[config.mk]
export PLATFORM = sky130hd
export DESIGN_NAME = rgb2hsv_pipe
export DESIGN_NICKNAME = d
export VERILOG_FILES = /design/src/rtl/rgb2hsv_pkg.sv /design/src/rtl/hsv_div_pipe.sv /design/src/rtl/rgb2hsv_pipe.sv
export SDC_FILE = /design/constraint.sdc
export NUM_CORES = 1
export LEC_CHECK = 0
export ABC_AREA = 1
export CORE_ASPECT_RATIO = 0.8
export CORE_MARGIN = 3
export CORE_UTILIZATION = 46
export CTS_CLUSTER_SIZE = 8
export DETAILED_ROUTE_END_ITERATION = 7
export RECOVER_POWER = 25
export SLEW_MARGIN = 20
export SYNTH_ARGS = -nofsm -noshare
export SYNTH_HDL_FRONTEND = slang
export SYNTH_HIERARCHICAL = 1
export SYNTH_SLANG_ARGS = --single-unit
[constraint.sdc]
create_clock -name clock -period 5.8 [get_ports clock]
set_clock_uncertainty 0.15 [all_clocks]
set_input_delay 0.87 -clock clock [delete_from_list [all_inputs] [get_ports clock]]
set_output_delay 0.87 -clock clock [all_outputs]
set_load 0.05 [all_outputs]
[src/rtl/rgb2hsv_pkg.sv]
// Shared types and sizing helpers for the RGB-to-HSV pipeline.
// Latency: n/a (package). Backpressure: n/a.
// Used by rgb2hsv_pipe and hsv_div_pipe.
package rgb2hsv_pkg;

    typedef enum logic [1:0] {
        SEC_R,
        SEC_G,
        SEC_B
    } sector_e;

    function automatic int hue_g(input int w);
        return (1 << w) / 3;
    endfunction

    function automatic int lat(input int w);
        return w + 4;
    endfunction

endpackage

[src/rtl/hsv_div_pipe.sv]
// Pipelined restoring divider (2W / W+1 -> W-bit quotient) with tag pass-through.
// Latency: W cycles, one quotient bit per stage, MSB first.
// Backpressure: none; accepts one operand pair per cycle.
module hsv_div_pipe #(
    parameter int W     = 8,
    parameter int TAG_W = 1
) (
    input  logic               clock,
    input  logic               reset,
    input  logic               in_valid,
    input  logic [2*W-1:0]     dividend,
    input  logic [W:0]         divisor,
    input  logic [TAG_W-1:0]   in_tag,
    output logic               out_valid,
    output logic [W-1:0]       quotient,
    output logic [TAG_W-1:0]   out_tag
);

    logic             vld_q [W];
    logic             vld_d [W];
    logic [W:0]       rem_q [W];
    logic [W:0]       rem_d [W];
    logic [W:0]       dvs_q [W];
    logic [W:0]       dvs_d [W];
    logic [W-1:0]     low_q [W];
    logic [W-1:0]     low_d [W];
    logic [W-1:0]     quo_q [W];
    logic [W-1:0]     quo_d [W];
    logic [TAG_W-1:0] tag_q [W];
    logic [TAG_W-1:0] tag_d [W];

    logic             p_vld [W];
    logic [W:0]       p_rem [W];
    logic [W:0]       p_dvs [W];
    logic [W-1:0]     p_low [W];
    logic [W-1:0]     p_quo [W];
    logic [TAG_W-1:0] p_tag [W];
    logic [W+1:0]     trial [W];
    logic [W+1:0]     diff  [W];
    logic             take  [W];

    // Quotient fits W bits, so the dividend's upper half is already below the divisor.
    always_comb begin
        p_vld[0] = in_valid;
        p_rem[0] = {1'b0, dividend[2*W-1:W]};
        p_low[0] = dividend[W-1:0];
        p_quo[0] = '0;
        p_dvs[0] = divisor;
        p_tag[0] = in_tag;
        for (int k = 1; k < W; k++) begin
            p_vld[k] = vld_q[k-1];
            p_rem[k] = rem_q[k-1];
            p_low[k] = low_q[k-1];
            p_quo[k] = quo_q[k-1];
            p_dvs[k] = dvs_q[k-1];
            p_tag[k] = tag_q[k-1];
        end
        for (int k = 0; k < W; k++) begin
            trial[k] = {p_rem[k], p_low[k][W-1]};
            diff[k]  = trial[k] - {1'b0, p_dvs[k]};
            take[k]  = trial[k] >= {1'b0, p_dvs[k]};
            rem_d[k] = take[k] ? diff[k][W:0] : trial[k][W:0];
            quo_d[k] = (p_quo[k] << 1) | W'(take[k]);
            low_d[k] = p_low[k] << 1;
            dvs_d[k] = p_dvs[k];
            tag_d[k] = p_tag[k];
            vld_d[k] = p_vld[k];
        end
    end

    always_ff @(posedge clock) begin
        for (int k = 0; k < W; k++) begin
            if (reset) begin
                vld_q[k] <= 1'b0;
            end else begin
                vld_q[k] <= vld_d[k];
            end
        end
    end

    always_ff @(posedge clock) begin
        for (int k = 0; k < W; k++) begin
            rem_q[k] <= rem_d[k];
            low_q[k] <= low_d[k];
            quo_q[k] <= quo_d[k];
            dvs_q[k] <= dvs_d[k];
            tag_q[k] <= tag_d[k];
        end
    end

    assign out_valid = vld_q[W-1];
    assign quotient  = quo_q[W-1];
    assign out_tag   = tag_q[W-1];

endmodule

[src/rtl/rgb2hsv_pipe.sv]
// RGB-to-HSV converter with tag sideband; RGB2HSV_RANGE_EN adds an HSV window match.
// Latency: W+4 cycles, one pixel per cycle.
// Backpressure: none; in_valid gaps propagate unchanged to out_valid.
module rgb2hsv_pipe
    import rgb2hsv_pkg::*;
#(
    parameter int W      = 8,
    parameter int USER_W = 20
) (
    input  logic              clock,
    input  logic              reset,
    input  logic              in_valid,
    input  logic [W-1:0]      r,
    input  logic [W-1:0]      g,
    input  logic [W-1:0]      b,
    input  logic [USER_W-1:0] in_user,
`ifdef RGB2HSV_RANGE_EN
    input  logic [W-1:0]      h_lo,
    input  logic [W-1:0]      h_hi,
    input  logic [W-1:0]      s_min,
    input  logic [W-1:0]      v_min,
    output logic              in_range,
`endif
    output logic              out_valid,
    output logic [W-1:0]      h,
    output logic [W-1:0]      s,
    output logic [W-1:0]      v,
    output logic [USER_W-1:0] out_user
);

    localparam logic [W-1:0] HUE_G = W'(hue_g(W));
    localparam logic [W-1:0] HUE_B = W'(2 * hue_g(W));

    logic              vld1_q, vld1_d, vld2_q, vld2_d, vld3_q, vld3_d;
    logic [W-1:0]      r1_q, r1_d, g1_q, g1_d, b1_q, b1_d;
    logic [W-1:0]      r2_q, r2_d, g2_q, g2_d, b2_q, b2_d;
    logic [USER_W-1:0] user1_q, user1_d, user2_q, user2_d, user3_q, user3_d;
    logic [W-1:0]      max2_q, max2_d, min2_q, min2_d, max3_q, max3_d;
    sector_e           sec2_q, sec2_d;
    logic [2*W-1:0]    s_dvd3_q, s_dvd3_d, h_dvd3_q, h_dvd3_d;
    logic [W:0]        s_dvs3_q, s_dvs3_d, h_dvs3_q, h_dvs3_d;
    logic [W-1:0]      base3_q, base3_d;
    logic              neg3_q, neg3_d;
    logic [W-1:0]      delta, dif_a, dif_b, abs_dif;

    logic              s_div_vld, h_div_vld, fin_vld;
    logic [W-1:0]      s_quo, h_quo;
    logic [W+USER_W-1:0] s_tag;
    logic [W:0]        h_tag;
    logic [W-1:0]      h_new;

    logic              out_valid_q, out_valid_d;
    logic [W-1:0]      h_q, h_d, s_q, s_d, v_q, v_d;
    logic [USER_W-1:0] user_q, user_d;

    always_comb begin
        vld1_d  = in_valid;
        r1_d    = r;
        g1_d    = g;
        b1_d    = b;
        user1_d = in_user;

        vld2_d  = vld1_q;
        r2_d    = r1_q;
        g2_d    = g1_q;
        b2_d    = b1_q;
        user2_d = user1_q;
        if (r1_q >= g1_q && r1_q >= b1_q) begin
            sec2_d = SEC_R;
            max2_d = r1_q;
        end else if (g1_q >= b1_q) begin
            sec2_d = SEC_G;
            max2_d = g1_q;
        end else begin
            sec2_d = SEC_B;
            max2_d = b1_q;
        end
        min2_d = r1_q;
        if (g1_q < min2_d) min2_d = g1_q;
        if (b1_q < min2_d) min2_d = b1_q;

        vld3_d  = vld2_q;
        user3_d = user2_q;
        max3_d  = max2_q;
        delta   = max2_q - min2_q;
        case (sec2_q)
            SEC_R: begin
                dif_a   = g2_q;
                dif_b   = b2_q;
                base3_d = '0;
            end
            SEC_G: begin
                dif_a   = b2_q;
                dif_b   = r2_q;
                base3_d = HUE_G;
            end
            default: begin
                dif_a   = r2_q;
                dif_b   = g2_q;
                base3_d = HUE_B;
            end
        endcase
        neg3_d  = dif_a < dif_b;
        abs_dif = neg3_d ? (dif_b - dif_a) : (dif_a - dif_b);
        // Zero divisors only occur with a zero dividend; divide by 1 to get a zero quotient.
        s_dvd3_d = {delta, {W{1'b0}}} - {{W{1'b0}}, delta};
        s_dvs3_d = (max2_q == '0) ? {{W{1'b0}}, 1'b1} : {1'b0, max2_q};
        h_dvd3_d = {{W{1'b0}}, abs_dif} * {{W{1'b0}}, HUE_G};
        h_dvs3_d = (delta == '0) ? {{W{1'b0}}, 1'b1} : {delta, 1'b0};
    end

    always_ff @(posedge clock) begin
        if (reset) begin
            vld1_q <= 1'b0;
            vld2_q <= 1'b0;
            vld3_q <= 1'b0;
        end else begin
            vld1_q <= vld1_d;
            vld2_q <= vld2_d;
            vld3_q <= vld3_d;
        end
    end

    always_ff @(posedge clock) begin
        r1_q     <= r1_d;
        g1_q     <= g1_d;
        b1_q     <= b1_d;
        user1_q  <= user1_d;
        r2_q     <= r2_d;
        g2_q     <= g2_d;
        b2_q     <= b2_d;
        user2_q  <= user2_d;
        max2_q   <= max2_d;
        min2_q   <= min2_d;
        sec2_q   <= sec2_d;
        user3_q  <= user3_d;
        max3_q   <= max3_d;
        base3_q  <= base3_d;
        neg3_q   <= neg3_d;
        s_dvd3_q <= s_dvd3_d;
        s_dvs3_q <= s_dvs3_d;
        h_dvd3_q <= h_dvd3_d;
        h_dvs3_q <= h_dvs3_d;
    end

    hsv_div_pipe #(.W(W), .TAG_W(W + USER_W)) u_s_div (
        .clock     (clock),
        .reset     (reset),
        .in_valid  (vld3_q),
        .dividend  (s_dvd3_q),
        .divisor   (s_dvs3_q),
        .in_tag    ({max3_q, user3_q}),
        .out_valid (s_div_vld),
        .quotient  (s_quo),
        .out_tag   (s_tag)
    );

    hsv_div_pipe #(.W(W), .TAG_W(W + 1)) u_h_div (
        .clock     (clock),
        .reset     (reset),
        .in_valid  (vld3_q),
        .dividend  (h_dvd3_q),
        .divisor   (h_dvs3_q),
        .in_tag    ({base3_q, neg3_q}),
        .out_valid (h_div_vld),
        .quotient  (h_quo),
        .out_tag   (h_tag)
    );

    always_comb begin
        fin_vld     = s_div_vld && h_div_vld;
        // W-bit arithmetic gives the modular hue wrap for free.
        h_new       = h_tag[0] ? (h_tag[W:1] - h_quo) : (h_tag[W:1] + h_quo);
        out_valid_d = fin_vld;
        h_d         = fin_vld ? h_new : h_q;
        s_d         = fin_vld ? s_quo : s_q;
        v_d         = fin_vld ? s_tag[W+USER_W-1:USER_W] : v_q;
        user_d      = fin_vld ? s_tag[USER_W-1:0] : user_q;
    end

    always_ff @(posedge clock) begin
        if (reset) begin
            out_valid_q <= 1'b0;
            h_q         <= '0;
            s_q         <= '0;
            v_q         <= '0;
            user_q      <= '0;
        end else begin
            out_valid_q <= out_valid_d;
            h_q         <= h_d;
            s_q         <= s_d;
            v_q         <= v_d;
            user_q      <= user_d;
        end
    end

    assign out_valid = out_valid_q;
    assign h         = h_q;
    assign s         = s_q;
    assign v         = v_q;
    assign out_user  = user_q;

`ifdef RGB2HSV_RANGE_EN
    logic in_range_q, in_range_d, hue_ok;

    always_comb begin
        if (h_lo <= h_hi) begin
            hue_ok = (h_new >= h_lo) && (h_new <= h_hi);
        end else begin
            hue_ok = (h_new >= h_lo) || (h_new <= h_hi);
        end
        in_range_d = fin_vld ? (hue_ok && (s_quo >= s_min) &&
                                (s_tag[W+USER_W-1:USER_W] >= v_min)) : in_range_q;
    end

    always_ff @(posedge clock) begin
        if (reset) begin
            in_range_q <= 1'b0;
        end else begin
            in_range_q <= in_range_d;
        end
    end

    assign in_range = in_range_q;
`endif

endmodule

==> metrics.txt, run 1 <==
CP required=6.23 ns; Worst-Margin Slew=0.8869 ns; initial antenna violation count=0; sequential-to-total area share from yosys stat=55.98%; clock transition at the registers of the reported paths=approximately 0.050 ns; vias per cell=4.545; Synth async-reset ratio=0%; WS Path Type=reg2reg; first-pass GRT wire length=102500 µm; Die Y-Extent=245.9 µm; H-tree depth=4; Cell Count, Final, Fillers Out=4770; input/output buffers=between 90 and 100; reg-to-reg slack, setup=~0.4 ns; number of enable flip-flop cells after synthesis=0; Vias=21680; number of placement rows=87; CTS tree=built; Setup crit end kind=flop; Longest Clk Path Bufs=3; gr ovfl total=0; Nets=4132; Max Cap Viol=0; DP Cell Count=about 4600; share of layout cells above drive strength 1=7.638%; final setup fails=0; TritonCTS sink count=just over 900; Syn Area/Cell=between 9 and 10 µm²; CTS root buf=clkbuf_16; Syn Inst Count=3627; largest net degree at the start of global routing=65; outcome=finished clean; total die area=75180 µm²; Final GP Congestion=approximately 0.86; number of global-route vias before repair=21450; Max-slew headroom=40.79%; max-slew violation count=0; ANT cells=0; Ys Warns=6; total CTS buffers=133; routed wire length=59860 µm; Iter 0 DRT Violations=900; drt drc=0; IO Count=92; crit path time final=5.410 ns; Tcrit/Tclk final=93.28%; Post-DP HPWL=approximately 44000 µm; Total GRT Usage=between 15 and 20%; Skew-Pair Late Insertion Delay=0.71 ns; Worst setup SP type=flop; critical path peak fanout=7; register bit total from synthesis=between 900 and 1000; die width=305.8 µm; FMAX=between 150 and 200 MHz; WP data arrival=5.84 ns; routed len/inst=12.55 µm; main flop type after synthesis=dfxtp_1; Hold Vio Cnt, Final=0; core area=70860 µm²; Initial Util=a little under half; number of distinct library cells after synthesis=55; Area Growth Syn to Fin=17.56%; Mapped Area=33080 µm²; path type of the worst min-delay path=reg2reg; DRT antenna net count=0; Final Util=54.88%; drt pass-1 iters=5
final timing paths:
| path | from | endpoint | cells after the start |
|---|---|---|---|
| min | u_s_div/tag_q[0][43] | u_s_div/tag_q[0][71] | 0 |
| max reg2reg | sec2_q[1] | h_dvd3_q[12] | 26 |
| min reg2reg | u_s_div/tag_q[0][43] | u_s_div/tag_q[0][71] | 0 |
| max | sec2_q[1] | h_dvd3_q[12] | 26 |
sequential cells by signal, indices dropped and copies added (netlist names), 9 cells and up:
signal,cells
user1_q,20
user2_q,20
h_dvs3_q,9
u_h_div/tag_q,72
u_h_div/low_q,28
user3_q,20
h_dvd3_q,15
u_s_div/dvs_q,63
u_s_div/tag_q,224
u_h_div/quo_q,36
u_s_div/rem_q,63
u_h_div/rem_q,63
u_h_div/dvs_q,63
u_s_div/quo_q,36
u_s_div/low_q,28
out_user,20
s_dvd3_q,16
repair_timing:
item                                   4_1_cts  5_1_grt
buffers inserted                             0        5
endpoints found under the hold margin        0        0
hold buffers                                 0        0
resized for setup                            0       25
setup endpoints to repair                    0        6
cell usage in the layout (no fill, tap or decap), types with 4 or more instances in the layout:
master,n
a211oi_1,4
a21o_1,4
a21oi_1,150
a21oi_2,4
a22oi_1,7
and2_1,5
buf_4,18
clkbuf_16,133
clkdlybuf4s50_1,90
clkinv_16,10
conb_1,4
dfxtp_1,924
fa_1,24
ha_1,228
ha_4,8
inv_1,557
inv_2,8
nand2_1,937
nand2_2,33
nand2_4,13
nand2_8,6
nand3_1,264
nand3_2,4
nand3b_1,6
nand4_1,34
nor2_1,135
nor2_2,13
nor2_4,6
nor3_1,18
o211ai_1,4
o21a_1,7
o21ai_0,40
o21ai_1,8
o221ai_1,4
or2_2,6
xnor2_1,10
xor2_1,69
worst max-delay path, cell delays in order, from the launching register on:
cell and delay (ns):
dfxtp_2 0.38, nor2_2 0.07, buf_4 0.16, a22oi_1 0.15, o21a_2 0.21, inv_1 0.08, fa_2 0.39, nand2_4 0.07
nand2_2 0.06, a21oi_4 0.15, o21bai_2 0.10, nand2_1 0.09, nand2_2 0.06, a21oi_4 0.25, buf_4 0.15, nand2_1 0.04
nand2_1 0.13, ha_4 0.23, fa_2 0.58, ha_4 0.22, fa_1 0.45, ha_1 0.34, a21oi_1 0.21, o21ai_0 0.14
a21oi_1 0.17, o21ai_0 0.11, xor2_1 0.15
layout make-up:
class / instances / area, µm²
repair buffers: 110 / 1052
fillers: 6414 / 31980
flip-flops and latches: 925 / 18520
well taps: 934 / 1169
multi-input cells: 2084 / 12290
inverters: 567 / 2128
clock inverters: 15 / 385.4
clock buffers: 135 / 3346
synthesized netlist by cell type (3+ instances only):
cell type  number  area [µm²]
a211oi_1        5       37.54
a21o_1          4       30.03
a21oi_1       151       755.7
a21oi_2         3       26.28
a22oi_1         7       52.55
and2_1          5       31.28
buf_1           6       22.52
buf_2          14       70.07
buf_6          10       112.6
clkbuf_1       23       86.33
clkinv_1        3       11.26
dfxtp_1       925       18520
fa_1           26       520.5
ha_1          238        2978
inv_1         557        2091
inv_2           7       26.28
nand2_1       937        3517
nand2_2        33       206.5
nand2_4        13       146.4
nand2_8         6       120.1
nand3_1       264        1321
nand3_2         4       40.04
nand3b_1        6       45.04
nand4_1        34       212.7
nor2_1        136       510.5
nor2_2         12       75.07
nor2_4          6       67.56
nor3_1         18       90.09
o211ai_1        4       30.03
o21a_1          8       60.06
o21ai_0        43       215.2
o21ai_1         5       25.02
o221ai_1        7       61.31
or2_2           6       37.54
xnor2_1        10       87.58
xor2_1         69       604.3
through the flow:
stage	TNS (ns)	hold WS (ns)	setup slack [ns]	instance area, µm²
floorplan	0	0.1596	0.08418	33090
global placement	0	0.1598	0.1531	34970
detailed placement	0	0.1621	0.07603	34970
CTS	0	0.1589	0.08943	38700
global route	-0.01413	0.1640	-0.01413	38890
finish	0	0.1563	0.3898	38890
layer usage:
layer | vias up | track usage (%) | part of all wire [%]
met5 | - | 0 | 0
met1 | 9608 | 22.11 | 50
met4 | 0 | 5.754 | 1.9
met2 | 320 | 26.32 | 44
li1 | 11660 | - | -
met3 | 89 | 3.927 | 4.1
logic make-up after synthesis:
group                    count (synthesis)  synth area share, %
adder cells (fa/ha/maj)                264                10.58
flip-flops                             925                55.98
buffers and inverters                  621                7.330
other                                    1              0.01134
AO/OA/AOI/OAI                          250                4.342
XOR/XNOR                                81                2.224
AND/OR/NAND/NOR                       1485                19.54
Power of run 1 is left out: the tool's default activity adds up to more than one toggle a clock period on the data nets, which glitch-free logic cannot reach.
==> run 2: changes to the inputs <==
RECOVER_POWER = 50   (was 25)
==> results of run 2 <==
Final layout, timing and power as in run 1 (identical DEF).
Power of run 2 is left out for the same reason.
